==> src/rtl/imm_gen_queue.sv <==
// -----------------------------------------------------------------------------
// imm_gen_queue
//   Buffered immediate generator for the decode stage. Each fetched instruction
//   is classified by opcode and its immediate is extracted, extended and, for
//   MOVZ/MOVK, shifted by 16*hw. A MOVK merge mask and an out-of-range flag are
//   produced alongside. Decoded results sit in a DEPTH-entry FIFO so decode can
//   stall without a combinational back-pressure path to fetch.
//
// Ports
//   clk, rst_n        clock (rising edge), asynchronous active-low reset
//   flush             synchronous FIFO empty (beats push and pop)
//   in_valid/in_ready instruction handshake (in_ready = count < DEPTH)
//   instruction       raw instruction word
//   in_tag            sideband tag stored with the instruction
//   out_valid/out_ready  head-entry handshake
//   imm               extended / shifted immediate of the head entry
//   imm_mask          ones over the MOVK field, zeros otherwise
//   imm_class         0 SHAMT 1 ALU12 2 DT9 3 CB19 4 BR26 5 MOVW 6 ZERO 7 RAW
//   imm_err           MOVW shift would place the field beyond WORD
//   out_tag           tag of the head entry
// -----------------------------------------------------------------------------
module imm_gen_queue #(
    parameter int WORD         = 64,
    parameter int INSTR_LEN    = 32,
    parameter int DEPTH        = 2,
    parameter int TAG_W        = 8,
    parameter int MOV_SHIFT_EN = 1
) (
    input  logic                 clk,
    input  logic                 rst_n,
    input  logic                 flush,
    input  logic                 in_valid,
    output logic                 in_ready,
    input  logic [INSTR_LEN-1:0] instruction,
    input  logic [TAG_W-1:0]     in_tag,
    output logic                 out_valid,
    input  logic                 out_ready,
    output logic [WORD-1:0]      imm,
    output logic [WORD-1:0]      imm_mask,
    output logic [2:0]           imm_class,
    output logic                 imm_err,
    output logic [TAG_W-1:0]     out_tag
);

    localparam int PW = $clog2(DEPTH);
    localparam int CW = PW + 1;

    // Opcode encodings shared with the rest of the decode stage.
    localparam logic [10:0] OP_LSL   = 11'h69B;
    localparam logic [10:0] OP_LSR   = 11'h69A;
    localparam logic [10:0] OP_LDUR  = 11'h7C2;
    localparam logic [10:0] OP_LDURS = 11'h5E2;
    localparam logic [10:0] OP_LDURD = 11'h7E2;
    localparam logic [10:0] OP_STUR  = 11'h7C0;
    localparam logic [10:0] OP_STURS = 11'h5E0;
    localparam logic [10:0] OP_STURD = 11'h7E0;
    localparam logic [10:0] OP_LDA   = 11'h7C5;
    localparam logic [10:0] OP_MOV   = 11'h550;
    localparam logic [9:0]  OP_ADDI  = 10'h244;
    localparam logic [9:0]  OP_ANDI  = 10'h248;
    localparam logic [9:0]  OP_EORI  = 10'h348;
    localparam logic [9:0]  OP_ORRI  = 10'h2C8;
    localparam logic [9:0]  OP_SUBI  = 10'h344;
    localparam logic [9:0]  OP_CMPI  = 10'h3C4;
    localparam logic [8:0]  OP_MOVZ  = 9'h1A5;
    localparam logic [8:0]  OP_MOVK  = 9'h1E5;
    localparam logic [7:0]  OP_CBZ   = 8'hB4;
    localparam logic [7:0]  OP_CBNZ  = 8'hB5;
    localparam logic [7:0]  OP_BCOND = 8'h54;
    localparam logic [5:0]  OP_B     = 6'h05;
    localparam logic [5:0]  OP_BL    = 6'h25;

    localparam logic [2:0] C_SHAMT = 3'd0;
    localparam logic [2:0] C_ALU12 = 3'd1;
    localparam logic [2:0] C_DT9   = 3'd2;
    localparam logic [2:0] C_CB19  = 3'd3;
    localparam logic [2:0] C_BR26  = 3'd4;
    localparam logic [2:0] C_MOVW  = 3'd5;
    localparam logic [2:0] C_ZERO  = 3'd6;
    localparam logic [2:0] C_RAW   = 3'd7;

    typedef struct packed {
        logic [WORD-1:0]  imm;
        logic [WORD-1:0]  mask;
        logic [2:0]       cls;
        logic             err;
        logic [TAG_W-1:0] tag;
    } entry_t;

    // Sign-extend the low 'width' bits of field to WORD bits.
    function automatic logic [WORD-1:0] sext(input logic [25:0] field, input int width);
        logic signed [WORD-1:0] t;
        t = $signed(WORD'(field) << (WORD - width));
        return t >>> (WORD - width);
    endfunction

    logic [10:0] op11;
    logic [9:0]  op10;
    logic [8:0]  op9;
    logic [7:0]  op8;
    logic [5:0]  op6;
    logic [1:0]  hw;
    logic [5:0]  mov_sh;
    logic        mov_err;
    entry_t      dec;

    assign op11 = instruction[31:21];
    assign op10 = instruction[31:22];
    assign op9  = instruction[31:23];
    assign op8  = instruction[31:24];
    assign op6  = instruction[31:26];
    assign hw   = instruction[22:21];

    // hw range is checked against WORD regardless of whether the shift is applied.
    assign mov_sh  = (MOV_SHIFT_EN != 0) ? {hw, 4'b0000} : 6'd0;
    assign mov_err = (32'({hw, 4'b0000}) + 32'd16) > 32'(WORD);

    always_comb begin
        dec     = '0;
        dec.tag = in_tag;
        if (op11 == OP_LSL || op11 == OP_LSR) begin
            dec.cls = C_SHAMT;
            dec.imm = sext(26'(instruction[15:10]), 6);
        end else if (op11 == OP_LDUR || op11 == OP_LDURS || op11 == OP_LDURD ||
                     op11 == OP_STUR || op11 == OP_STURS || op11 == OP_STURD ||
                     op11 == OP_LDA) begin
            dec.cls = C_DT9;
            dec.imm = sext(26'(instruction[20:12]), 9);
        end else if (op11 == OP_MOV) begin
            dec.cls = C_ZERO;
        end else if (op10 == OP_ADDI || op10 == OP_ANDI || op10 == OP_EORI ||
                     op10 == OP_ORRI || op10 == OP_SUBI || op10 == OP_CMPI) begin
            dec.cls = C_ALU12;
            dec.imm = sext(26'(instruction[21:10]), 12);
        end else if (op9 == OP_MOVZ || op9 == OP_MOVK) begin
            dec.cls = C_MOVW;
            dec.err = mov_err;
            if (!mov_err) begin
                dec.imm = WORD'(instruction[20:5]) << mov_sh;
                if (op9 == OP_MOVK) begin
                    dec.mask = WORD'(16'hFFFF) << mov_sh;
                end
            end
        end else if (op8 == OP_CBZ || op8 == OP_CBNZ || op8 == OP_BCOND) begin
            dec.cls = C_CB19;
            dec.imm = sext(26'(instruction[23:5]), 19);
        end else if (op6 == OP_B || op6 == OP_BL) begin
            dec.cls = C_BR26;
            dec.imm = sext(instruction[25:0], 26);
        end else begin
            dec.cls = C_RAW;
            dec.imm = WORD'(instruction[31:0]);
        end
    end

    entry_t        mem [DEPTH];
    entry_t        head;
    logic [PW-1:0] wptr;
    logic [PW-1:0] rptr;
    logic [PW-1:0] rptr_nxt;
    logic [CW-1:0] count;
    logic          push;
    logic          pop;

    assign in_ready  = count < CW'(DEPTH);
    assign out_valid = count != '0;
    assign push      = in_valid && in_ready && !flush;
    assign pop       = out_valid && out_ready && !flush;
    assign rptr_nxt  = rptr + PW'(1);

    // ---- enqueue: decoded entry written at the write pointer ----
    always_ff @(posedge clk) begin
        if (push) begin
            mem[wptr] <= dec;
        end
    end

    // ---- head register: tracks the oldest entry, holds when the queue empties ----
    always_ff @(posedge clk or negedge rst_n) begin
        if (!rst_n) begin
            wptr  <= '0;
            rptr  <= '0;
            count <= '0;
            head  <= '0;
        end else if (flush) begin
            wptr  <= '0;
            rptr  <= '0;
            count <= '0;
        end else begin
            if (push) wptr <= wptr + PW'(1);
            if (pop)  rptr <= rptr_nxt;
            if (push && !pop)      count <= count + CW'(1);
            else if (pop && !push) count <= count - CW'(1);

            // Next head is either already stored, or is the entry arriving now.
            if (pop && count > CW'(1)) begin
                head <= mem[rptr_nxt];
            end else if (push && (count == '0 || (pop && count == CW'(1)))) begin
                head <= dec;
            end
        end
    end

    assign imm       = head.imm;
    assign imm_mask  = head.mask;
    assign imm_class = head.cls;
    assign imm_err   = head.err;
    assign out_tag   = head.tag;

endmodule

==> config.mk <==
export PLATFORM = sky130hd
export DESIGN_NAME = imm_gen_queue
export DESIGN_NICKNAME = d
export VERILOG_FILES = /design/src/rtl/imm_gen_queue.sv
export SDC_FILE = /design/constraint.sdc
export NUM_CORES = 1
export LEC_CHECK = 0
export CAP_MARGIN = 15
export CORE_MARGIN = 3
export CORE_UTILIZATION = 54
export DETAILED_ROUTE_END_ITERATION = 12
export PLACE_DENSITY = 0.8
export SLEW_MARGIN = 20
export SYNTH_ARGS = -nofsm -noshare
export SYNTH_HDL_FRONTEND = slang
export SYNTH_SLANG_ARGS = --single-unit
==> constraint.sdc <==
create_clock -name clk -period 9.2 [get_ports clk]
set_input_delay 2.76 -clock clk [delete_from_list [all_inputs] [get_ports clk]]
set_output_delay 2.76 -clock clk [all_outputs]
set_load 0.05 [all_outputs]
==> impl_metrics.csv, run 1 <==
group,metric,value,unit
yosys,avgSynthCellArea,11.5,µm²
grt,overflow,0,
power,p_leak,5.12,nW
die,fp-row-count,53,
placed_design,post-dp-hpwl,20500,µm
die,core,21200,µm²
setup_path,cp_max_fo,47,
setup_path,worstPathCellList,"clkdlybuf4s50_1 > nand4bb_1 > nor4_4 > or2_2 > o21ai_0",
finish,finish.instance_area,14100,µm²
yosys,synthArstFlopShare,34.4,%
timing,setup_tns,0,ps
clock_network,clock_sinks,244,
clock_network,clk_latency,530,ps
clock_network,cts_tree,"yes",
power,power_density,348,nW/µm²
drt,firstDrtPassIters,6,
outcome,outcome,"completed",
job,max_cap_viol_count,0,
placed_design,dp_slack,3050,ps
power,totalPowerFinal,4.91,mW
die,initial_utilization,55.4,%
placed_design,place_area,13300,µm²
clock_network,cts_buffers,24,
die,die-height,154,µm
drt,antenna_left,0,
yosys,synth_edf_count,160,
placed_design,gp_congestion,0.944,
clock_network,cts_max_level,1,
setup_path,max_stage_delay,900,ps
yosys,yosysUniqueCellTypes,77,
worst_hold_path,min_path_type,"reg -> reg",
timing,timing.hold.ws,510,ps
yosys,ys_seq_area_share,58.8,%
drt,vias_per_cell,6.37,
timing,setup_ws,3460,ps
finish,syn2layout_area_growth,20.1,%
setup_path,worstReg2RegStart,"count[1]$_DFFE_PN0P_",
clock_network,cts_resized,0,
drt,wl_per_cell,23.3,µm
finish,n_antenna_cell,0,
clock_network,clk_pin_slew,70,ps
setup_path,cp-end-kind,"flip-flop",
yosys,synth-main-ff-cell,"edfxtp_1",
grt,grt_pass1_wl,50000,µm
setup_path,crit_path_start_kind,"input pin",
die,die_w,154,µm
setup_path,startpoint,"instruction[29]",
timing,period_share,62.4,%
yosys,synth_area,11800,µm²
grt,grt_max_degree,90,
drt,post-route-drc-count,0,
setup_path,crit_type,"in -> reg",
finish,nets,1154,
timing,slew_headroom,24.2,%
power,peakVddDrop,217,µV
timing,period_needed,5740,ps
finish,final_cell_mix,"185 x clkdlybuf4s50_1, 160 x edfxtp_1, 89 x a21oi_1",
clock_network,clockRootBuffer,"clkbuf_16",
clock_network,max-clock-path-buffers,3,
timing,fin_skew,21.5,ps
drt,routed-via-count,8911,
drt,drt-total-wl,32700,µm
finish,finalNonFillerCells,1400,
placed_design,port_buffers,186,
yosys,synth-warning-count,0,
grt,antenna_found_initial,0,
finish,final_util,66.5,%
die,io_pins,187,
clock_network,cts_hold_buffers,0,
setup_path,crit_arrival,5940,ps
grt,grtUsageTotal,26.6,%
worst_hold_path,hold_start,"imm[4]$_DFFE_PN0P_",
setup_path,required,9390,ps
timing,rsz0062_at_grt,"no",
finish,drive_gt1_share,9.16,%
drt,drt_iter0_drc,863,
timing,finalSetupViolCount,0,
placed_design,dp_cells,1356,
timing,fmax,174,MHz
grt,grt_pass1_vias,8366,
yosys,ys_seq_elements,244,
timing,tightest_slew,1130,ps
timing,slew_violations,0,
setup_path,cp_slowest_cell,"or2_2",
yosys,synthCells,1019,
clock_network,post_cts_buffers,0,
die,die_area,23600,µm²
finish,layout_commonest_cell,"clkdlybuf4s50_1",
timing,hold_viol,0,
==> registers in the layout, summed over array words and instances, names as in the netlist <==
register / count
rptr: 1
mem: 160
imm: 64
wptr: 1
out_tag: 8
imm_class: 3
imm_err: 1
count: 2
imm_mask: 4
==> worst paths after layout <==
kind	to	slack, ps	depth (start not counted)
max in group asynchronous	rptr$_DFFE_PN0P_	5820	2
min	imm[4]$_DFFE_PN0P_	510	1
min in group asynchronous	imm[37]$_DFFE_PN0P_	2190	1
max	mem[1][136]$_DFFE_PP_	3460	5
min reg2reg	imm[4]$_DFFE_PN0P_	510	1
max reg2reg	imm[29]$_DFFE_PN0P_	5940	8
==> Yosys cell counts, types with 4 or more instances <==
| cell type | n | area (µm²) |
|---|---|---|
| o211ai_1 | 31 | 233 |
| a211o_1 | 11 | 96.3 |
| mux2i_1 | 56 | 561 |
| nor3_1 | 5 | 25.0 |
| mux2_2 | 15 | 169 |
| o31ai_1 | 4 | 30.0 |
| edfxtp_1 | 160 | 4800 |
| nand3_1 | 17 | 85.1 |
| a21oi_1 | 89 | 445 |
| nor2_1 | 82 | 308 |
| nor2b_1 | 16 | 100 |
| a211oi_1 | 20 | 150 |
| clkbuf_2 | 4 | 20.0 |
| dfrtp_1 | 84 | 2100 |
| buf_2 | 19 | 95.1 |
| o22ai_1 | 21 | 131 |
| o221a_2 | 4 | 45.0 |
| and3_1 | 6 | 37.5 |
| inv_1 | 8 | 30.0 |
| a31o_2 | 8 | 70.1 |
| nand2_1 | 62 | 233 |
| a221o_1 | 5 | 50.1 |
| a21o_1 | 7 | 52.6 |
| a221oi_1 | 6 | 52.6 |
| buf_4 | 65 | 488 |
| o21ai_0 | 62 | 310 |
| and2_1 | 8 | 50.1 |
| a31oi_1 | 13 | 81.3 |
| clkbuf_1 | 50 | 188 |
==> critical path: cells and delay by family <==
family / cells / cell delay [ps]
AOI/OAI and AO/OA: 1 / 340
buffers and inverters: 1 / 660
and+or+nand+nor: 3 / 2150
==> power breakdown <==
group          internal, mW  total, mW  switching, mW
registers              1.41       1.60          0.190
logic                 0.757       2.33           1.57
clock network         0.583      0.985          0.402
total                  2.75       4.91           2.16
==> layout make-up <==
cell class	instances	area (µm²)
Multi-Input combinational cell	628	4050
Tap cell	275	344
Fill cell	1590	7110
Sequential cell	244	6910
Clock inverter	11	141
Clock buffer	33	654
Inverter	8	30.0
Timing Repair Buffer	201	1970
==> metal layers <==
metal  wire length (µm)  GRT usage (%)
met3               3100           5.21
met4                725           6.73
met5                  0              0
met2              15200           40.3
met1              13600           40.0
==> logic make-up (layout without fill, tap and decap cells) <==
| group | Yosys count | after routing | share of synthesized area, % |
|---|---|---|---|
| simple gates | 231 | 231 | 9.68 |
| buf+inv | 148 | 253 | 7.05 |
| compound gates | 317 | 317 | 17.7 |
| mux | 71 | 71 | 6.21 |
| fa+ha+maj | 2 | 2 | 0.213 |
| other cells | 1 | 2 | 0.0319 |
| xor+xnor | 5 | 5 | 0.373 |
| flops | 244 | 244 | 58.8 |
Power figures use the tool's default switching activity.
==> run 2, diff against run 1 <==
==> constraint.sdc (replaced) <==
create_clock -name clk -period 5.6 [get_ports clk]
set_input_delay 1.68 -clock clk [delete_from_list [all_inputs] [get_ports clk]]
set_output_delay 1.68 -clock clk [all_outputs]
set_load 0.05 [all_outputs]
==> run 2 against run 1 <==
  * Core utilization is 0.57 points higher
  * Sequential power is 66% higher
  * Non-clock buffer count is 17 higher
  * Cell area is 0.86% higher
  * Count of clock-buffer cells in the layout is 6 higher
  * Via count is 0.57% lower
  * First-iteration DRC count is 6.5% higher
  * Critical path type unchanged
  * Sequential cell count stayed put
==> impl_metrics.csv, run 2 (same netlist as run 1, synthesis figures left out) <==
group,metric,value,unit
finish,final_cell_mix,"185 x clkdlybuf4s50_1, 160 x edfxtp_1, 89 x a21oi_1",
timing,period_needed,4510,ps
grt,grtUsageTotal,27.4,%
worst_hold_path,min_path_type,"reg -> reg",
placed_design,gp_congestion,1.00,
clock_network,cts_max_level,1,
grt,grt_max_degree,71,
drt,routed-via-count,8860,
die,die-height,154,µm
setup_path,required,5910,ps
drt,firstDrtPassIters,7,
power,p_leak,5.20,nW
timing,finalSetupViolCount,0,
job,max_cap_viol_count,0,
finish,largest_reg_flops,160,
finish,finish.instance_area,14200,µm²
die,io_pins,187,
power,peakVddDrop,426,µV
clock_network,clock_sinks,244,
clock_network,clk_pin_slew,60,ps
grt,globalRouteMet1Util,39.9,%
timing,slew_headroom,30.6,%
finish,drive_gt1_share,10.2,%
timing,tightest_slew,1040,ps
clock_network,clk_latency,510,ps
die,initial_utilization,55.4,%
timing,rsz0062_at_grt,"no",
timing,period_share,80.5,%
finish,layout_commonest_cell,"clkdlybuf4s50_1",
grt,grt_pass1_wl,51400,µm
drt,wl_per_cell,23.2,µm
placed_design,post-dp-hpwl,21000,µm
finish,nets,1172,
grt,use_met2,41.7,%
placed_design,place_area,13500,µm²
clock_network,max-clock-path-buffers,3,
die,core,21200,µm²
setup_path,cp_max_fo,22,
die,fp-row-count,53,
setup_path,cp_common_cell,"buf_4",
grt,antenna_found_initial,0,
die,die_area,23600,µm²
clock_network,cts_resized,0,
die,die_w,154,µm
clock_network,cts_tree,"yes",
grt,grt_pass1_vias,8872,
setup_path,critPathBufInv,3,
timing,setup_tns,0,ps
clock_network,post_cts_buffers,0,
outcome,outcome,"completed",
finish,syn2layout_area_growth,21.1,%
clock_network,cts_hold_buffers,0,
power,power_density,565,nW/µm²
grt,busiest_layer,"met2",
drt,antenna_left,0,
grt,overflow,0,
timing,fin_skew,7.51,ps
timing,fmax,222,MHz
grt,grt_use_met3,6.05,%
finish,n_antenna_cell,0,
finish,regMostFlops,"mem",
clock_network,clockRootBuffer,"clkbuf_16",
timing,slew_violations,0,
setup_path,worstPathCellList,"clkdlybuf4s50_1 > or4b_2 > a2bb2o_1 > nand2_1 > nand3_1 > buf_4 > buf_4 > a21oi_1 > o21ai_0",
setup_path,crit_path_start_kind,"input pin",
setup_path,critPathTopFamily,"buffers and inverters",
drt,drt_iter0_drc,919,
setup_path,cp_slowest_cell,"or4b_2",
setup_path,cp-end-kind,"flip-flop",
drt,post-route-drc-count,0,
placed_design,port_buffers,186,
setup_path,max_stage_delay,740,ps
clock_network,cts_buffers,25,
drt,drt-total-wl,33000,µm
timing,hold_viol,0,
setup_path,crit_type,"in -> reg",
setup_path,crit_arrival,4820,ps
drt,vias_per_cell,6.25,
-- run 2: final cells by class --
| cell class | instances | area, µm² |
|---|---|---|
| Fill cell | 1588 | 6990 |
| Inverter | 8 | 30.0 |
| Clock inverter | 6 | 52.6 |
| Multi-Input combinational cell | 628 | 4060 |
| Sequential cell | 244 | 6910 |
| Clock buffer | 39 | 718 |
| Timing Repair Buffer | 218 | 2110 |
| Tap cell | 275 | 344 |
-- run 2: per-layer routing --
metal  wire [µm]  part of all wire [%]
met1       13700                    41
met2       15000                    46
met5           0                     0
met3        3230                   9.8
met4        1030                   3.1
-- run 2: metrics by stage --
step	std cells	worst slack (ps)	hold WS [ps]	util, %	power (mW)
floorplan	1020	25.6	482	-	5.45
global placement	1373	826	468	63.4	6.45
detailed placement	1373	741	497	63.4	6.50
CTS	1418	1220	510	67.0	8.08
global route	1418	980	541	67.0	8.32
finish	1418	1090	497	67.0	8.04
-- run 2: tightest hold or removal path: stages (launching register included) --
cell and delay, ps:
dfrtp_1 340, nand2_1 40, o21ai_0 70
-- run 2: path summary, 6_finish.rpt --
| kind | from | depth (start not counted) | slack [ps] | end |
|---|---|---|---|---|
| max in group asynchronous | rst_n | 2 | 3390 | imm[27]$_DFFE_PN0P_ |
| worst max-delay path | instruction[25] | 9 | 1090 | mem[1][135]$_DFFE_PP_ |
| min in group asynchronous | rst_n | 1 | 1260 | imm[37]$_DFFE_PN0P_ |
| worst min register to register | imm_err$_DFFE_PN0P_ | 2 | 500 | imm_err$_DFFE_PN0P_ |
| worst min-delay path | imm_err$_DFFE_PN0P_ | 2 | 500 | imm_err$_DFFE_PN0P_ |
| worst max register to register | count[1]$_DFFE_PN0P_ | 8 | 2840 | imm[10]$_DFFE_PN0P_ |
-- run 2: power breakdown --
group	leakage (nW)	total (mW)	switching, mW	internal, mW
combinational	2.30	3.81	2.56	1.25
clock	0.378	1.58	0.656	0.922
sequential	2.52	2.65	0.342	2.31
